## src/rtl/instr_decoder.sv

```systemverilog
// Decode stage for ARM32-style instructions: raw fields are captured every cycle and
// the internal 7-bit opcode is generated. All outputs are registered with 1-cycle latency.
module instr_decoder (
    input  logic        clk,
    input  logic        rst,
    input  logic [31:0] instr,
    output logic [3:0]  cond,
    output logic [6:0]  opcode,
    output logic        en_status,
    output logic [3:0]  rn,
    output logic [3:0]  rd,
    output logic [3:0]  rs,
    output logic [3:0]  rm,
    output logic [1:0]  shift_op,
    output logic [4:0]  imm5,
    output logic [11:0] imm12,
    output logic [23:0] imm24,
    output logic        P,
    output logic        U,
    output logic        W
);

    localparam int unsigned OPC_W = 7;
    localparam int unsigned DP_W  = 4;

    localparam logic [OPC_W-1:0] OPC_NOP  = 7'b000_0000;
    localparam logic [OPC_W-1:0] OPC_HALT = 7'b000_0001;

    localparam logic [1:0] CLS_IMM = 2'b00;
    localparam logic [1:0] CLS_REG = 2'b01;
    localparam logic [1:0] CLS_RSR = 2'b11;

    logic [OPC_W-1:0] opcode_d, opcode_q;
    logic             en_status_d, en_status_q;
    logic [DP_W-1:0]  dp_code;

    logic [3:0]  cond_q, rn_q, rd_q, rs_q, rm_q;
    logic [1:0]  shift_op_q;
    logic [4:0]  imm5_q;
    logic [11:0] imm12_q;
    logic [23:0] imm24_q;
    logic        p_q, u_q, w_q;

    logic bit_i, bit_p, bit_u, bit_w, bit_l, bit_4, bit_7;

    assign bit_i = instr[25];
    assign bit_p = instr[24];
    assign bit_u = instr[23];
    assign bit_w = instr[21];
    assign bit_l = instr[20];
    assign bit_4 = instr[4];
    assign bit_7 = instr[7];

    // ARM data-processing op field translated to the internal ALU code
    always_comb begin
        dp_code = 4'b0000;
        unique case (instr[24:21])
            4'b0000: dp_code = 4'b0000; // AND
            4'b0001: dp_code = 4'b0001; // EOR
            4'b0010: dp_code = 4'b1100; // SUB
            4'b0011: dp_code = 4'b1110; // RSB
            4'b0100: dp_code = 4'b1000; // ADD
            4'b0101: dp_code = 4'b1001; // ADC
            4'b0110: dp_code = 4'b1101; // SBC
            4'b0111: dp_code = 4'b1111; // RSC
            4'b1000: dp_code = 4'b0010; // TST
            4'b1001: dp_code = 4'b0011; // TEQ
            4'b1010: dp_code = 4'b1010; // CMP
            4'b1011: dp_code = 4'b1011; // CMN
            4'b1100: dp_code = 4'b0100; // ORR
            4'b1101: dp_code = 4'b0101; // MOV
            4'b1110: dp_code = 4'b0110; // BIC
            4'b1111: dp_code = 4'b0111; // MVN
            default: dp_code = 4'b0000;
        endcase
    end

    // Opcode selection in priority order; status update only for data processing
    always_comb begin
        opcode_d    = OPC_NOP;
        en_status_d = 1'b0;
        if (instr[27:0] == 28'h100_0000) begin
            opcode_d = OPC_HALT;
        end else if (instr[27:16] == 12'h320) begin
            opcode_d = OPC_NOP;
        end else if (instr[27:26] == 2'b00) begin
            if (bit_i) begin
                opcode_d    = {1'b0, CLS_IMM, dp_code};
                en_status_d = bit_l;
            end else if (!bit_4) begin
                opcode_d    = {1'b0, CLS_REG, dp_code};
                en_status_d = bit_l;
            end else if (!bit_7) begin
                opcode_d    = {1'b0, CLS_RSR, dp_code};
                en_status_d = bit_l;
            end else begin
                opcode_d = OPC_NOP;
            end
        end else if (instr[27:26] == 2'b01) begin
            if (bit_i && bit_4) begin
                opcode_d = OPC_NOP;
            end else if (bit_l && !bit_i && (instr[19:16] == 4'hF)) begin
                opcode_d = {4'b1001, bit_p, bit_u, bit_w};
            end else begin
                opcode_d = {2'b11, ~bit_l, ~bit_i, bit_p, bit_u, bit_w};
            end
        end else if (instr[27:25] == 3'b101) begin
            opcode_d = {6'b100000, bit_p};
        end
    end

    // Pipeline register; raw fields pass through unmasked
    always_ff @(posedge clk or posedge rst) begin
        if (rst) begin
            cond_q      <= '0;
            opcode_q    <= '0;
            en_status_q <= 1'b0;
            rn_q        <= '0;
            rd_q        <= '0;
            rs_q        <= '0;
            rm_q        <= '0;
            shift_op_q  <= '0;
            imm5_q      <= '0;
            imm12_q     <= '0;
            imm24_q     <= '0;
            p_q         <= 1'b0;
            u_q         <= 1'b0;
            w_q         <= 1'b0;
        end else begin
            cond_q      <= instr[31:28];
            opcode_q    <= opcode_d;
            en_status_q <= en_status_d;
            rn_q        <= instr[19:16];
            rd_q        <= instr[15:12];
            rs_q        <= instr[11:8];
            rm_q        <= instr[3:0];
            shift_op_q  <= instr[6:5];
            imm5_q      <= instr[11:7];
            imm12_q     <= instr[11:0];
            imm24_q     <= instr[23:0];
            p_q         <= bit_p;
            u_q         <= bit_u;
            w_q         <= bit_w;
        end
    end

    assign cond      = cond_q;
    assign opcode    = opcode_q;
    assign en_status = en_status_q;
    assign rn        = rn_q;
    assign rd        = rd_q;
    assign rs        = rs_q;
    assign rm        = rm_q;
    assign shift_op  = shift_op_q;
    assign imm5      = imm5_q;
    assign imm12     = imm12_q;
    assign imm24     = imm24_q;
    assign P         = p_q;
    assign U         = u_q;
    assign W         = w_q;

endmodule

```

## config.mk

```make
export PLATFORM = sky130hd
export DESIGN_NAME = instr_decoder
export DESIGN_NICKNAME = d
export VERILOG_FILES = /design/src/rtl/instr_decoder.sv
export SDC_FILE = /design/constraint.sdc
export NUM_CORES = 1
export LEC_CHECK = 0
export BUFFER_PORTS_ARGS = -buffer_cell sky130_fd_sc_hd__buf_2
export CAP_MARGIN = 30
export CORE_MARGIN = 4
export CORE_UTILIZATION = 36
export DETAILED_ROUTE_END_ITERATION = 16
export HOLD_SLACK_MARGIN = 0.02
export PLACE_DENSITY_LB_ADDON = 0.08
export SETUP_SLACK_MARGIN = 0.1
export SYNTH_ARGS = -nofsm -noshare
export SYNTH_HDL_FRONTEND = slang
export SYNTH_SLANG_ARGS = --single-unit
```

## constraint.sdc

```tcl
create_clock -name clk -period 1 [get_ports clk]
set_input_delay 0.1 -clock clk [delete_from_list [all_inputs] [get_ports clk]]
set_output_delay 0.1 -clock clk [all_outputs]
set_load 0.005 [all_outputs]
```

==> run_results.csv, run 1 <==
group,metric,value,unit
outcome,status,"finished, final reports clean",
logic_synthesis,synth_compound_area_frac,0.08476,
power_and_ir_drop,power,3.191,mW
route,routed_via_density,4.531,
cts,clock-sinks,37,
floorplanning,die_w,73.31,um
route,wl_per_cell,13.80,um
sta,whs,0.06697,ns
cts,cts_buffer_depth,2,
job,max_cap_violations,0,
route,drt_iter0_markers,32,
logic_synthesis,yosys.area_share.xor_xnor,0,
floorplanning,initial_core_util,0.3784,
floorplanning,design.die.area,5374,um2
finish,multi_input_area,406.6,um2
place,dp_hpwl,3045,um
global_routing,grt_pass1_vias,1303,
sta,finalCriticalPeriod,0.9467,ns
logic_synthesis,syn_inst,124,
finish,layout_commonest_cell,"buf_2",
logic_synthesis,ys_types,31,
finish,diodes,0,
logic_synthesis,synth_top_family_by_area,"buffers and inverters",
logic_synthesis,ys_ff_latch,37,
finish,final_cell_mix,"buf_2, dfrtp_1, dlygate4sd3_1",
floorplanning,core-area,4058,um2
global_routing,grt_usage,0.1504,
cts,cts_root_buf,"clkbuf_8",
route,wirelength,4001,um
finish,fin_area,2425,um2
floorplanning,ioPinCount,108,
power_and_ir_drop,p_leak,1.214,nW
logic_synthesis,synthMuxAreaShare,0.006520,
place,place_area,2004,um2
sta,finalSetupViolations,0,
logic_synthesis,synth_nets,158,
sta,rsz0062_at_grt,"true",
finish,finish.utilization,0.5976,
logic_synthesis,synth_warnings,0,
cts,htree_levels,2,
sta,tightest_slew,0.3732,ns
cts,cts_buffers,5,
global_routing,antenna_found_initial,0,
logic_synthesis,yosys.area.top_type,"dfrtp_1",
setup_path,startpoint_type,"input port",
place,place_congestion,0.7681,
min_path,hold_path_class,"input port to flip-flop",
route,ant_nets,0,
sta,maxSlewHeadroom,0.7506,
setup_path,worst-path-max-fanout,3,
setup_path,crit_type,"input port to flip-flop",
route,vias,1314,
cts,cts_tree,"yes",
sta,fmax,1.056,GHz
route,first_pass_iters,4,
logic_synthesis,post_synth_fa_ha_maj_area_fraction,0,
cts,clkTransAtPathRegs,0.07,ns
setup_path,worst_ep_required_time,1.15,ns
logic_synthesis,synth_area,1535,um2
global_routing,grt_overflow,0,
power_and_ir_drop,ir_drop,0.5620,mV
floorplanning,die_h,73.31,um
place,portBuffers,107,
sta,period_share,0.9467,
sta,maxSlewViolCount,0,
setup_path,crit_path_end_kind,"flip-flop",
route,drc,0,
logic_synthesis,synth_area_leaders,"dfrtp_1, buf_4, o21ai_0",
finish,n_fill_cell,360,
global_routing,grt_pass1_wl,6127,um
setup_path,critPathArrivalTime,1.10,ns
global_routing,grt_start_max_net_pins,23,
power_and_ir_drop,powerDensity,1316,nW/um2
finish,ff_latch_area,925.9,um2
sta,hold_viol,0,
finish,layout.nets,274,
logic_synthesis,synth-simple-area-share,0.1100,
logic_synthesis,ys_seq_area_frac,0.6031,
finish,drive_gt1_frac,0.5958,
logic_synthesis,synth_top_area_frac,0.6031,
floorplanning,num_rows,23,
logic_synthesis,syn_area_per_cell,12.38,um2
finish,area_growth,57.95,%
## repair_timing
action                                 4_1_cts  5_1_grt
hold buffers                                24        0
endpoints found under the hold margin       38        0
setup endpoints to repair                   31       66
pin swaps                                    2        5
setup buffers                                0        0
resized for setup                            6       10
## Yosys cell counts
| master | number |
|---|---|
| o31ai_2 | 1 |
| a2111oi_1 | 1 |
| nand3b_1 | 1 |
| a31o_1 | 1 |
| nor4_1 | 5 |
| a21oi_2 | 1 |
| nor2_1 | 2 |
| inv_1 | 3 |
| nand2b_1 | 1 |
| and4b_1 | 1 |
| nor4b_2 | 1 |
| dfrtp_1 | 37 |
| a21oi_1 | 1 |
| buf_4 | 37 |
| nand2_1 | 5 |
| a22oi_1 | 1 |
| o22ai_1 | 2 |
| or2b_1 | 1 |
| nor4_2 | 1 |
| nor3_1 | 1 |
| mux2i_1 | 1 |
| nand4_1 | 1 |
| a31o_2 | 1 |
| and2_1 | 2 |
| buf_6 | 1 |
| and3b_1 | 1 |
| nand3_1 | 2 |
| o21ai_0 | 8 |
| nor3_2 | 1 |
| a21boi_0 | 1 |
| a22o_1 | 1 |
## through the flow
step                std cells  setup WS [ns]  TNS [ns]
floorplan                 124        0.06698         0
global route              290        0.01053         0
detailed placement        259        -0.2821   -0.8405
CTS                       290        0.08259         0
finish                    290        0.05332         0
global placement          259        -0.1936   -0.6594
## final timing paths
path,start,to,slack [ns],cells after the start
min in group asynchronous,rst,opcode[6],0.35,3
worst min-delay path,instr[19],imm24[19],0.07,2
max in group asynchronous,rst,opcode[4],0.24,4
worst max-delay path,instr[7],opcode[4],0.05,5
## registers in the layout, indices dropped and copies added (netlist names)
name and count:
imm24 24, cond 4, P 1, opcode 7
en_status 1
## kinds of logic (layout without fill, tap and decap cells)
family | Yosys count | count (layout)
and+or+nand+nor | 26 | 26
muxes | 1 | 1
AOI/OAI and AO/OA | 19 | 19
buffers and inverters | 41 | 157
DFF | 37 | 37
## area by class of cell
class	count	area share
timing repair buffer	147	0.3829
sequential	37	0.3818
multi-input combinational	46	0.1677
clock buffer	7	0.03560
tap	50	0.02580
inverter	3	0.006192
## worst max-delay path, stage by stage
cell and delay, ns:
buf_8 0.10, nor4_4 0.33, nand3_2 0.16, o31ai_4 0.31, a2111oi_4 0.09
## power breakdown
group	internal, mW	switching [mW]
Sequential	1.58	0.0328
Clock	0.546	0.468
Combinational	0.311	0.255
## metal layers
layer	share of wire	global-route usage	routed length (um)
met1	0.37	0.1813	1499
met2	0.50	0.2483	2015
met3	0.10	0.04514	402
met4	0.020	0.06640	82
met5	0	0	0
Note: power is estimated with default switching activity, not from simulation.
==> run 2, diff against run 1 <==
--- a/config.mk
+++ b/config.mk
@@ -8,7 +8,7 @@
 export BUFFER_PORTS_ARGS = -buffer_cell sky130_fd_sc_hd__buf_2
 export CAP_MARGIN = 30
 export CORE_MARGIN = 4
-export CORE_UTILIZATION = 36
+export CORE_UTILIZATION = 43
 export DETAILED_ROUTE_END_ITERATION = 16
 export HOLD_SLACK_MARGIN = 0.02
 export PLACE_DENSITY_LB_ADDON = 0.08
==> constraint.sdc (replaced) <==
create_clock -name clk -period 1.2 [get_ports clk]
set_input_delay 0.12 -clock clk [delete_from_list [all_inputs] [get_ports clk]]
set_output_delay 0.12 -clock clk [all_outputs]
set_load 0.005 [all_outputs]
==> run 2 against run 1 <==
Against the previous run:
- global-route usage up 2.2 points
- non-clock buffer count down 4
- via count down 2.1%
- combinational power down 26%
- total power down 26%
- count of clock-buffer cells in the layout down 1
- flip-flop and latch count unchanged
- first-iteration DRC count down 19%
==> run_results.csv, run 2 (synthesized netlist as in run 1, its figures left out) <==
group,metric,value,unit
sta,layout_setup_ws,0.2078,ns
route,ant_nets,0,
power_and_ir_drop,power,2.347,mW
power_and_ir_drop,p_leak,1.162,nW
finish,final_cell_mix,"buf_2, dfrtp_1, dlygate4sd3_1",
finish,largest_reg_flops,24,
finish,layout_commonest_cell,"buf_2",
sta,maxSlewHeadroom,0.7576,
setup_path,worst_ep_required_time,1.08,ns
floorplanning,ioPinCount,108,
sta,finalSetupViolations,0,
cts,clkTransAtPathRegs,0.10,ns
finish,drive_gt1_frac,0.5527,
finish,finish.utilization,0.6560,
setup_path,worst-path-max-fanout,4,
place,place_area,1922,um2
sta,finalCriticalPeriod,0.9922,ns
route,drt_iter0_markers,26,
floorplanning,design.die.area,4590,um2
global_routing,grt_start_max_net_pins,22,
sta,period_share,0.8268,
sta,maxSlewViolCount,0,
global_routing,grt_pass1_wl,5671,um
setup_path,critPathSlowestCell,"dfrtp_1",
place,dp_slack,-0.07772,ns
route,routed_via_density,4.544,
finish,diodes,0,
outcome,status,"finished, final reports clean",
place,place_congestion,0.8821,
global_routing,antenna_found_initial,0,
global_routing,grt_usage,0.1726,
setup_path,startpoint_type,"flip-flop",
floorplanning,die_w,67.75,um
cts,clock-sinks,37,
cts,cts_root_buf,"clkbuf_4",
cts,htree_levels,2,
global_routing,grt_pass1_vias,1207,
setup_path,cp_top_family,"flip-flops",
job,max_cap_violations,0,
route,drc,0,
finish,layout.nets,270,
sta,whs,0.04020,ns
cts,cts_buffers,5,
sta,fmax,1.008,GHz
power_and_ir_drop,ir_drop,0.7709,mV
finish,area_growth,44.82,%
setup_path,critPathBufInv,1,
route,vias,1286,
setup_path,cp_cell_sequence,"buf_2",
cts,cts_tree,"yes",
sta,tightest_slew,0.3602,ns
floorplanning,num_rows,21,
finish,fin_area,2223,um2
sta,hold_viol,0,
route,first_pass_iters,4,
cts,cts_buffer_depth,2,
place,dp_hpwl,2820,um
setup_path,critPathArrivalTime,0.87,ns
floorplanning,die_h,67.75,um
setup_path,max_stage_delay,0.41,ns
cts,post_cts_buffers,0,
global_routing,grt_overflow,0,
setup_path,crit_path_end_kind,"primary output",
floorplanning,core-area,3390,um2
power_and_ir_drop,powerDensity,1056,nW/um2
route,wirelength,3760,um
sta,rsz0062_at_grt,"false",
floorplanning,initial_core_util,0.4529,
min_path,hold_path_class,"input port to flip-flop",
setup_path,crit_type,"flip-flop to primary output",
place,portBuffers,107,
route,wl_per_cell,13.29,um
## run 2: power by group
part | switching (mW) | total [mW] | internal [mW]
Sequential | 0.0278 | 1.34 | 1.31
Combinational | 0.186 | 0.418 | 0.232
Clock | 0.365 | 0.588 | 0.223
Total | 0.579 | 2.35 | 1.77
## run 2: worst paths after layout
kind	from	endpoint	slack, ns	depth (start not counted)
worst max-delay path	imm24[8]	imm12[8]	0.21	1
worst min-delay path	instr[20]	imm24[20]	0.04	2
min in group asynchronous	rst	opcode[5]	0.37	4
max in group asynchronous	rst	imm24[16]	0.61	4
## run 2: area by class of cell
type / instances / area, um2
repair buffers: 143 / 868.3
clock inverters: 2 / 10.01
well taps: 46 / 57.56
clock buffers: 6 / 41.29
flip-flops and latches: 37 / 925.9
multi-input cells: 46 / 309.0
inverters: 3 / 11.26
fillers: 287 / 1166
## run 2: stage by stage
stage          TNS [ns]  std cells
5_1_grt               0        283
3_5_place_dp    -0.1521        250
3_3_place_gp   -0.06174        250
6_report              0        283
4_1_cts               0        283
2_1_floorplan         0        124
## run 2: what timing repair did
action / 4_1_cts / 5_1_grt
hold endpoints to repair: 61 / 0
hold buffers: 25 / 0
gates resized for setup: 0 / 0
## run 2: layer usage
layer / global-route usage / vias up / part of all wire
met1: 0.1862 / 606 / 0.36
li1: - / 614 / -
met3: 0.06156 / 6 / 0.10
met2: 0.3086 / 60 / 0.53
met4: 0.06076 / 0 / 0.013
met5: 0 / - / 0
